### src/rtl/pin_seq_pkg.sv
// Shared definitions for the pin pattern sequencer: pattern mode encodings.
package pin_seq_pkg;

  typedef enum logic [1:0] {
    MODE_UP     = 2'd0,
    MODE_DOWN   = 2'd1,
    MODE_BOUNCE = 2'd2,
    MODE_FILL   = 2'd3
  } mode_e;

endpackage

### src/rtl/tick_gen.sv
// Clock divider: one-cycle tick every DELAY enabled cycles; clear_i restarts the count.
module tick_gen #(
  parameter int DELAY = 1
) (
  input  logic clk_i,
  input  logic rst_i,
  input  logic enable_i,
  input  logic clear_i,
  output logic tick_o
);

  localparam int CNT_W = (DELAY > 1) ? $clog2(DELAY) : 1;
  localparam logic [CNT_W-1:0] CNT_LAST = CNT_W'(DELAY - 1);

  logic [CNT_W-1:0] cnt_reg;
  logic [CNT_W-1:0] cnt_next;

  assign tick_o = enable_i && (cnt_reg == CNT_LAST);

  always_comb begin
    cnt_next = cnt_reg;
    if (clear_i) begin
      cnt_next = '0;
    end else if (enable_i) begin
      cnt_next = tick_o ? '0 : cnt_reg + CNT_W'(1);
    end
  end

  always_ff @(posedge clk_i) begin
    if (rst_i) begin
      cnt_reg <= '0;
    end else begin
      cnt_reg <= cnt_next;
    end
  end

endmodule

### src/rtl/pin_sequencer.sv
// LED/pin pattern generator (walk up/down, bounce, fill) with step/wrap pulses.
// Optional PIN_SEQ_MANUAL_STEP_EN adds a step_i input for single-stepping.
module pin_sequencer
  import pin_seq_pkg::*;
#(
  parameter int NUM_PINS      = 8,
  parameter int CLOCK_FREQ_HZ = 100_000_000,
  parameter int STEP_HZ       = 4
) (
  input  logic                clk_i,
  input  logic                rst_i,
  input  logic                enable_i,
`ifdef PIN_SEQ_MANUAL_STEP_EN
  input  logic                step_i,
`endif
  input  logic [1:0]          mode_i,
  output logic [NUM_PINS-1:0] pins_o,
  output logic                step_o,
  output logic                wrap_o
);

  localparam int DELAY = CLOCK_FREQ_HZ / STEP_HZ;
  localparam int POS_W = (NUM_PINS > 1) ? $clog2(NUM_PINS) : 1;
  localparam logic [POS_W-1:0] POS_LAST   = POS_W'(NUM_PINS - 1);
  localparam logic [POS_W-1:0] POS_PENULT = POS_W'((NUM_PINS > 1) ? NUM_PINS - 2 : 0);
  localparam logic [POS_W-1:0] POS_ONE    = POS_W'((NUM_PINS > 1) ? 1 : 0);

  logic tick;
  logic clear;
  logic do_step;

  logic [POS_W-1:0]    pos_reg, pos_next;
  logic                dir_reg, dir_next;
  mode_e               mode_reg, mode_next;
  logic                wrap_next;
  logic [NUM_PINS-1:0] pattern_next;
  logic [NUM_PINS-1:0] pins_reg;
  logic                step_reg, wrap_reg;

`ifdef PIN_SEQ_MANUAL_STEP_EN
  // A manual step also restarts the timer so the next timed step is a full DELAY away.
  assign clear   = step_i;
  assign do_step = tick | step_i;
`else
  assign clear   = 1'b0;
  assign do_step = tick;
`endif

  tick_gen #(
    .DELAY(DELAY)
  ) u_tick_gen (
    .clk_i    (clk_i),
    .rst_i    (rst_i),
    .enable_i (enable_i),
    .clear_i  (clear),
    .tick_o   (tick)
  );

  always_comb begin
    pos_next  = pos_reg;
    dir_next  = dir_reg;
    mode_next = mode_reg;
    wrap_next = 1'b0;
    if (do_step) begin
      mode_next = mode_e'(mode_i);
      unique case (mode_next)
        MODE_UP, MODE_FILL: begin
          dir_next = 1'b0;
          if (pos_reg == POS_LAST) begin
            pos_next  = '0;
            wrap_next = 1'b1;
          end else begin
            pos_next = pos_reg + POS_W'(1);
          end
        end
        MODE_DOWN: begin
          dir_next = 1'b1;
          if (pos_reg == '0) begin
            pos_next  = POS_LAST;
            wrap_next = 1'b1;
          end else begin
            pos_next = pos_reg - POS_W'(1);
          end
        end
        MODE_BOUNCE: begin
          // Ends are visited once: turn around onto the neighbouring pin.
          if (NUM_PINS == 1) begin
            pos_next = '0;
          end else if (!dir_reg) begin
            if (pos_reg == POS_LAST) begin
              dir_next = 1'b1;
              pos_next = POS_PENULT;
            end else begin
              pos_next = pos_reg + POS_W'(1);
            end
          end else begin
            if (pos_reg == '0) begin
              dir_next = 1'b0;
              pos_next = POS_ONE;
            end else begin
              pos_next = pos_reg - POS_W'(1);
            end
          end
          wrap_next = (pos_next == '0);
        end
        default: begin
          pos_next = pos_reg;
        end
      endcase
    end
  end

  // Pattern is decoded from next state so it lands in the same edge as pos/step.
  for (genvar gi = 0; gi < NUM_PINS; gi++) begin : g_pattern
    assign pattern_next[gi] = (mode_next == MODE_FILL) ? (POS_W'(gi) <= pos_next)
                                                       : (POS_W'(gi) == pos_next);
  end

  always_ff @(posedge clk_i) begin
    if (rst_i) begin
      pos_reg  <= '0;
      dir_reg  <= 1'b0;
      mode_reg <= MODE_UP;
      pins_reg <= NUM_PINS'(1);
      step_reg <= 1'b0;
      wrap_reg <= 1'b0;
    end else begin
      pos_reg  <= pos_next;
      dir_reg  <= dir_next;
      mode_reg <= mode_next;
      pins_reg <= pattern_next;
      step_reg <= do_step;
      wrap_reg <= wrap_next;
    end
  end

  assign pins_o = pins_reg;
  assign step_o = step_reg;
  assign wrap_o = wrap_reg;

endmodule

### config.mk
export PLATFORM = sky130hd
export DESIGN_NAME = pin_sequencer
export DESIGN_NICKNAME = d
export VERILOG_FILES = /design/src/rtl/pin_seq_pkg.sv /design/src/rtl/tick_gen.sv /design/src/rtl/pin_sequencer.sv
export SDC_FILE = /design/constraint.sdc
export NUM_CORES = 1
export LEC_CHECK = 0
export ABC_AREA = 1
export CORE_AREA = 2 2 90 92
export DETAILED_ROUTE_END_ITERATION = 8
export DIE_AREA = 0 0 92 94
export PLACE_DENSITY = 0.58
export SYNTH_ARGS = -nofsm -noshare
export SYNTH_HDL_FRONTEND = slang
export SYNTH_SLANG_ARGS = --single-unit
### constraint.sdc
create_clock -name clk_i -period 1.85 [get_ports clk_i]
set_input_delay 0.2775 -clock clk_i [delete_from_list [all_inputs] [get_ports clk_i]]
set_output_delay 0.2775 -clock clk_i [all_outputs]
set_load 0.1 [all_outputs]
=== Word-level counts from Yosys, hierarchy flattened ===
Cells that the tools add are included.

* $add $sub $neg: 3
* Equality and inequality tests: 13
* $lt $le $gt $ge: 8
* Reduce and logical (&&, ||, !) cells: 7
* Muxes and demuxes: 25
* Bitwise gates (word level): 1

{| class="wikitable"
|+ Operator list
! operator !! number
|-
| $add 25x1->25 const B || 1
|-
| $eq 25x25->1 const B || 1
|-
| $mux 25 || 1
|-
| $mux 3 || 8
|-
| $eq 3x3->1 const A || 4
|-
| $le 3x3->1 const A || 4
|-
| $mux 1 || 12
|-
| $logic_not 3->1 || 3
|-
| $pmux 3 s3 || 1
|-
| $eq 2x2->1 const B || 3
|-
| $eq 2x3->1 const A || 2
|-
| $le 1x3->1 const A || 2
|-
| $le 2x3->1 const A || 2
|-
| $pmux 1 s3 || 2
|-
| $reduce_or 2->1 || 2
|-
| $add 3x1->3 const B || 1
|-
| $eq 1x3->1 const A || 1
|-
| $eq 3x3->1 const B || 1
|-
| $sub 3x1->3 const B || 1
|-
| $eq 2x1->1 const B || 1
|-
| $logic_not 2->1 || 1
|-
| $mux 2 || 1
|-
| $logic_and 1x1->1 || 1
|-
| $not 1->1 || 1
|}

* Input bits: 5
* Register bits after elaboration: 41
* Word-level logic and storage cells: 64

=== Logic depth before layout (Yosys ltp) ===
Gate-level depths: netlist (run 1).

* Depth after elaboration: 9
* Depth in mapped cells: 14
* Mapped depth without buffers: 14

=== By module ===
From an unflattened synthesis (run 1), not the netlist that was laid out.

* Cells, all modules: 385
* Area total of the unflattened synthesis: 2492.4 µm²

{| class="wikitable"
|+ By module, submodules not included
! module !! instances !! cells an instance !! sequential area each (µm²) !! area each (µm²)
|-
| tick_gen || 1 || 256 || 500.5 || 1604.0
|-
| pin_sequencer || 1 || 129 || 320.3 || 888.4
|}

=== Worst setup path after synthesis (run 1) ===
OpenSTA, ideal clock, no wires.

* Path kind: reg-to-reg
* From: register pos_reg[0]
* To: register pins_reg[3], in the netlist pins_o[3]
* Required time: 1.736 ns
* Arrival: 1.514 ns
* Stages on the path, launching flop included: 13
* Setup slack: 0.222 ns
* Buffers on the path: 0
* Path through: dfxtp_1 ha_1 inv_1 ha_1 or2_2 nand2_1 nand2_1 nand3_1 nand2_1 nand2_2 nand2_2 nand2_1 nor2_1

* Cells in the longest elaborated chain, start to end: 9

{| class="wikitable"
|+ Ends and longest elaborated chain
! what !! line !! text
|-
| start: declaration || pin_sequencer.sv:32 || <nowiki>logic [POS_W-1:0] pos_reg, pos_next;</nowiki>
|-
| start signal: assignment || pin_sequencer.sv:128 || <nowiki>pos_reg <= pos_next;</nowiki>
|-
| $add 3x1->3, or another cell as far along || pin_sequencer.sv:73, pin_sequencer.sv:94 ||
|-
| $mux 3 (on tied branches) || pin_sequencer.sv:90, pin_sequencer.sv:97 ||
|-
| $mux 3 || pin_sequencer.sv:89 || <nowiki>end else if (!dir_reg) begin</nowiki>
|-
| $mux 3 || pin_sequencer.sv:66 || <nowiki>unique case (mode_next)</nowiki>
|-
| $mux 3 || pin_sequencer.sv:64 || <nowiki>if (do_step) begin</nowiki>
|-
| $pmux 3 s3 || pin_sequencer.sv:66 ||
|-
| $mux 3 (*) || pin_sequencer.sv:64 ||
|-
| $le 2x3->1 / $eq 2x3->1 (equally long branches) || pin_sequencer.sv:115, pin_sequencer.sv:116 ||
|-
| $mux 1 (*) || pin_sequencer.sv:115 || <nowiki>assign pattern_next[gi] = (mode_next == MODE_FILL) ? (POS_W'(gi) <= pos_next)</nowiki>
|-
| end signal: assignment || pin_sequencer.sv:131 || <nowiki>pins_reg <= pattern_next;</nowiki>
|-
| end: declaration || pin_sequencer.sv:37 || <nowiki>logic [NUM_PINS-1:0] pins_reg;</nowiki>
|}

Every way passes the cells marked *; elsewhere a longest branch is shown, timed or not. The select of a mux whose other input is x is not followed.
A chain may end at the register's enable or synchronous reset.

=== Worst setup path after layout (run 1) ===
* From: register u_tick_gen.cnt_reg[0]
* To: register pins_reg[5], in the netlist pins_o[5]

* Cells in the longest elaborated chain, start to end: 5

{| class="wikitable"
|+ Ends and longest elaborated chain
! what !! line !! text
|-
| start: declaration || tick_gen.sv:15 || <nowiki>logic [CNT_W-1:0] cnt_reg;</nowiki>
|-
| start signal: assignment || tick_gen.sv:33 || <nowiki>cnt_reg <= cnt_next;</nowiki>
|-
| $eq 25x25->1 (*) || tick_gen.sv:18 || <nowiki>assign tick_o = enable_i && (cnt_reg == CNT_LAST);</nowiki>
|-
| $logic_and 1x1->1 (*) || tick_gen.sv:18 ||
|-
| $mux 3 / $mux 2 (equally long branches) || pin_sequencer.sv:64 ||
|-
| $le 3x3->1, or another cell as far along || pin_sequencer.sv:115 ||
|-
| $mux 1 (*) || pin_sequencer.sv:115 ||
|}

Every way passes the cells marked *; elsewhere a longest branch is shown, timed or not.

==> flow_summary.toml, run 1 <==
[clock_network]
cts_max_level = 2
clock_tree.buffer_depth = 2
insertion_delay_ns = 0.30
cts_inserted_buffers = 5
cts_tree = "done"
clk_pin_slew_ns = 0.09
root_buffer = "clkbuf_8"
cts_hold_buffers = 0
cts_sinks = 41

[power]
p_sw_share_pct = 23.0
combPwrFrac_pct = 6.4
p_seq_share_pct = 51.0
clkPwrFrac_pct = 42.6
intPower_mw = 1.34
ir_worst_vdd_mv = 0.295
pwr_density_cell_nw_per_um2 = 585
leakage_nw = 1.39
p_sw_mw = 0.401

[global_routing]
gr-total-overflow = 0
grt_pass1_vias = 2127
grt_first_pass_wirelength_mm = 9.27
gr-usage-all-layers_pct = 13.4
grt_max_degree = 15
antenna_found_initial = 0

[timing]
setup_viol = 0
post-route-period-util_pct = 94.2
rsz0062_at_grt = "yes"
min_period_ns = 1.74
relSlewSlack_pct = 66.7
final.setup.worst_slack_ns = 0.107
finalSetupTns_ns = 0
fmax_ghz = 0.574
hold_violations = 0
maxSlewViolCount = 0
holdWs_ns = 0.468
fin_skew_ns = 0.0103
worst_slew_pin_slew_ns = 0.496

[yosys]
ys_ff_latch = 41
avgSynthCellArea_um2 = 6.71
synth-warning-count = 0
synth_nets = 351
syn_area_um2 = 2260
ys_seq_area_share_pct = 36.3
synthCells = 337
synth.distinct_cells = 31

[worst_hold_path]
hold_start = "u_tick_gen.cnt_reg[0]"
hp-class = "flop to flop"
min_path_cells = 1

[setup_path]
end_kind = "flop"
cpLargestDelayFamily = "simple AND/OR/NAND/NOR gates"
crit_type = "flop to flop"
critPathMaxStageDelay_ns = 0.36
critPathSlowestCell = "dfxtp_2"
worstSetupStartpointType = "flop"
r2r_cells = 12
timing.rr.start = "u_tick_gen.cnt_reg[0]"
worst_ep_required_time_ns = 2.09
crit_arrival_ns = 1.99
path_buf_inv = 2
timing.critical_path.from = "u_tick_gen.cnt_reg[0]"
crit_fanout = 6
crit_chain = "ha_1, nand3_2, nor2_4, nand2_2, nor2_8, buf_12, nand3_2, nand2_4, nand2_1, nand2_1, inv_1, nor2_1"
worst-path-stages = 12

[route]
ant_nets = 0
drcViolationCount = 0
vias = 2194
first_iter_violations = 79
routed_wl_mm = 5.38
vias_per_cell = 4.41
avgRoutedWirePerCell_um = 10.8
first_pass_iters = 4

[cells_and_area]
n_antenna_cell = 0
final_common_cell = "nand2_1"
largest_register_ffs = 25
area_growth_pct = 31.6
final_cells = 498
fin_area_um2 = 2980
final_cell_mix = "nand2_1 (77), nor2_1 (54), buf_4 (47), inv_1 (44), dfxtp_1 (37)"
multi_input_area_um2 = 1280
nFillCells = 813
seq_area_um2 = 828
nets = 409
drive_gt1_share_pct = 24.5

[placement]
dp.cells = 489
placed_cell_area_um2 = 2800
post-dp-hpwl_mm = 4.29
pre_cts_slack_ns = -0.206
gp_congestion = 0.901
placement.io_buffers = 14

[run_status]
outcome = "completed"

[die]
row_count = 32
dieArea_um2 = 8650
die_y_um = 94
initial_core_util_pct = 29.7
die_x_um = 92
io_pins = 15
core-area_um2 = 7610

[job]
maxCapViolations = 0
[worst paths after layout]
kind	to	slack, ns
worst max-delay path	pins_o[5]	0.11
worst min-delay path	u_tick_gen.cnt_reg[0]	0.47
worst max register to register	pins_o[5]	0.11
worst min register to register	u_tick_gen.cnt_reg[0]	0.47
[Yosys cell counts]
cell	n	share of area (%)
nand2_4	1	0.50
nor4_4	1	0.94
buf_4	1	0.33
nand4_1	2	0.55
clkbuf_1	1	0.17
nand2_2	12	3.3
a21oi_1	16	3.5
o31ai_1	1	0.33
nor2_1	57	9.5
nor2_2	5	1.4
nor2_8	1	0.88
nand3_1	26	5.8
nor3_1	3	0.66
ha_1	9	5.0
a31oi_1	1	0.28
dfxtp_1	41	36
clkinv_1	3	0.50
o21a_1	4	1.3
inv_1	45	7.5
nand3_2	2	0.88
o21ai_0	8	1.8
o221a_2	1	0.50
nor4_1	2	0.55
inv_2	3	0.50
a2bb2oi_1	1	0.39
o211a_1	1	0.44
or2_2	1	0.28
xor2_1	5	1.9
nor3b_1	1	0.33
o21ai_1	3	0.66
nand2_1	79	13
[logic make-up (layout without fill, tap and decap cells)]
family          count (synthesis)  after routing  synth area share (%)
xor+xnor                        5              5                  1.94
buf+inv                        53            112                  8.96
compound gates                 36             36                  9.24
fa+ha+maj                       9              9                  4.98
flops                          41             41                  36.3
simple gates                  193            193                  38.6
[cell type report]
cell class | count | share of cell area, %
multi-input cells | 243 | 43.1
flip-flops and latches | 41 | 27.8
repair buffers | 53 | 14.5
inverters | 51 | 6.43
well taps | 102 | 4.29
clock buffers | 5 | 2.31
clock inverters | 3 | 1.55
[worst reg2reg max path, cell delays in order (launching register included)]
cell     delay [ns]
dfxtp_2        0.36
ha_1           0.21
nand3_2        0.11
nor2_4         0.14
nand2_2        0.11
nor2_8         0.14
buf_12         0.12
nand3_2        0.09
nand2_4        0.11
nand2_1        0.10
nand2_1        0.07
inv_1          0.03
nor2_1         0.10
[through the flow]
stage	total power, mW	util [%]
after floorplan	0.962	-
after global routing	1.82	39.1
after global placement	1.01	36.9
after detailed placement	1.02	36.9
final	1.74	39.1
after CTS	1.76	38.4
[power by group through the flow]
stage	clock [mW]	sequential [mW]	combinational [mW]
floorplan	0	0.909	0.0528
global placement	0	0.910	0.105
detailed placement	0	0.910	0.106
CTS	0.760	0.889	0.107
global route	0.800	0.889	0.126
finish	0.741	0.888	0.112
[metal layers]
| metal | vias to the layer above | track usage [%] | part of all wire [%] |
|---|---|---|---|
| met2 | 30 | 24.9 | 51 |
| met4 | 0 | 3.98 | 1.4 |
| met3 | 10 | 2.65 | 2.9 |
| met1 | 987 | 15.5 | 45 |
| li1 | 1167 | - | - |
| met5 | - | 0 | 0 |
[timing repair]
| item | CTS | global route |
|---|---|---|
| setup endpoints to repair | 0 | 20 |
| gates resized for setup | 0 | 18 |
| buffers inserted | 0 | 1 |
Note: power is estimated with default switching activity, not from simulation.
==> inputs of run 2 (changes only) <==
--- a/config.mk
+++ b/config.mk
@@ -10,6 +10,7 @@
 export DETAILED_ROUTE_END_ITERATION = 8
 export DIE_AREA = 0 0 92 94
 export PLACE_DENSITY = 0.58
+export SLEW_MARGIN = 20
 export SYNTH_ARGS = -nofsm -noshare
 export SYNTH_HDL_FRONTEND = slang
 export SYNTH_SLANG_ARGS = --single-unit
==> constraint.sdc (replaced) <==
create_clock -name clk_i -period 1.9 [get_ports clk_i]
set_input_delay 0.285 -clock clk_i [delete_from_list [all_inputs] [get_ports clk_i]]
set_output_delay 0.285 -clock clk_i [all_outputs]
set_load 0.1 [all_outputs]
==> run 2 against run 1 <==
  * Clock power shrank 0.8%
  * Total power shrank 2.0%
  * Critical path type is now primary input to flop
  * Clock skew is essentially flat
  * Highest routed layer unchanged
  * Sequential power shrank 2.6%
  * Worst setup slack gained 0.035 ns
  * Global-route usage shrank 0.20 points
  * Routed wire length shrank 1.6%
==> flow_summary.toml, run 2 (same netlist as run 1, synthesis figures left out) <==
[run_status]
outcome = "completed"

[cells_and_area]
final_common_cell = "nand2_1"
seq_area_um2 = 830
nFillCells = 815
area_growth_pct = 30.0
largest_register_ffs = 25
drive_gt1_share_pct = 24.0
final_cells = 498
nets = 409
n_antenna_cell = 0
final_cell_mix = "nand2_1 (77), nor2_1 (56), buf_4 (48), inv_1 (44), dfxtp_1 (36)"
multi_input_area_um2 = 1250

[die]
row_count = 32
io_pins = 15
die_x_um = 92
die_y_um = 94
core-area_um2 = 7610
dieArea_um2 = 8650
initial_core_util_pct = 29.7

[job]
maxCapViolations = 0

[timing]
setup_viol = 0
maxSlewViolCount = 0
post-route-period-util_pct = 92.6
final.setup.worst_slack_ns = 0.142
relSlewSlack_pct = 67.3
worst_slew_pin_slew_ns = 0.486
holdWs_ns = 0.471
hold_violations = 0
fmax_ghz = 0.569
fin_skew_ns = 0.0107
min_period_ns = 1.76

[placement]
dp.cells = 489
gp_congestion = 0.927
pre_cts_slack_ns = -0.157
post-dp-hpwl_mm = 4.16
placement.io_buffers = 14

[route]
first_pass_iters = 4
first_iter_violations = 89
drcViolationCount = 0
vias = 2234
vias_per_cell = 4.49
routed_wl_mm = 5.30
ant_nets = 0
avgRoutedWirePerCell_um = 10.6

[worst_hold_path]
hp-class = "flop to flop"
min_path_cells = 2

[clock_network]
insertion_delay_ns = 0.30
cts_max_level = 2
clk_pin_slew_ns = 0.08
cts_tree = "done"
cts_sinks = 41
cts_hold_buffers = 0
cts_inserted_buffers = 5
root_buffer = "clkbuf_8"
clock_tree.buffer_depth = 2

[setup_path]
crit_top_cell = "nand2_1"
crit_fanout = 3
crit_type = "primary input to flop"
worstSetupStartpointType = "primary input"
r2r_cells = 12
crit_chain = "clkdlybuf4s50_1, inv_1, ha_1, inv_2, nand2_1, inv_1, nand2_1, a21oi_2, nor2_1, nor2_1, nand2_1, nand2_1, nor2_1"
r2r_setup_slack_ns = 0.15
worst_ep_required_time_ns = 2.10
crit_arrival_ns = 1.96
critPathMaxStageDelay_ns = 0.51
critPathSlowestCell = "clkdlybuf4s50_1"
end_kind = "flop"

[power]
p_total_mw = 1.71
pwr_density_cell_nw_per_um2 = 580
leakage_nw = 1.38
ir_worst_vdd_mv = 0.250

[global_routing]
grt_max_degree = 14
grt_first_pass_wirelength_mm = 9.25
gr-usage-all-layers_pct = 13.2
gr-total-overflow = 0
grt_pass1_vias = 2183
antenna_found_initial = 0
-- run 2: where the power goes --
group | total [mW] | internal, mW | leakage (nW) | switching, mW
Combinational | 0.106 | 0.0483 | 0.993 | 0.0573
Sequential | 0.865 | 0.861 | 0.333 | 0.00399
Clock | 0.735 | 0.427 | 0.0574 | 0.308
Total | 1.71 | 1.34 | 1.38 | 0.369
-- run 2: what timing repair did --
item,4_1_cts,5_1_grt
hold endpoints to repair,0,0
setup buffers,0,1
gates resized for setup,0,13
setup endpoints to repair,0,12
-- run 2: path summary, 6_finish.rpt --
path | from | to
setup reg to reg | u_tick_gen.cnt_reg[0] | pins_o[2]
setup / recovery | mode_i[0] | pins_o[1]
hold reg to reg | u_tick_gen.cnt_reg[21] | u_tick_gen.cnt_reg[21]
hold / removal | u_tick_gen.cnt_reg[21] | u_tick_gen.cnt_reg[21]
-- run 2: area by class of cell --
type	count	area share, %
Tap cell	102	4.34
Sequential cell	41	28.2
Multi-Input combinational cell	243	42.6
Timing Repair Buffer	53	14.3
Clock inverter	2	1.28
Clock buffer	6	2.81
Inverter	51	6.51
-- run 2: metal layers --
layer / part of all wire (%) / track usage [%]
met1: 47 / 15.4
met2: 48 / 24.1
met3: 3.3 / 2.65
met4: 1.3 / 4.48
met5: 0 / 0
-- run 2: worst max-delay path, delay by kind of cell --
| kind | cells | cell delay, ns |
|---|---|---|
| and+or+nand+nor | 7 | 0.53 |
| adders and majority gates | 1 | 0.31 |
| buffers and inverters | 4 | 0.73 |
| AOI/OAI and AO/OA | 1 | 0.11 |
-- run 2: metrics by stage --
step / cell area, µm² / utilization (%) / TNS (ns)
3_5_place_dp: 2790 / 36.7 / -1.54
6_report: 2940 / 38.7 / 0
4_1_cts: 2910 / 38.3 / 0
2_1_floorplan: 2260 / - / 0
3_3_place_gp: 2790 / 36.7 / -1.18
5_1_grt: 2940 / 38.7 / -0.0131
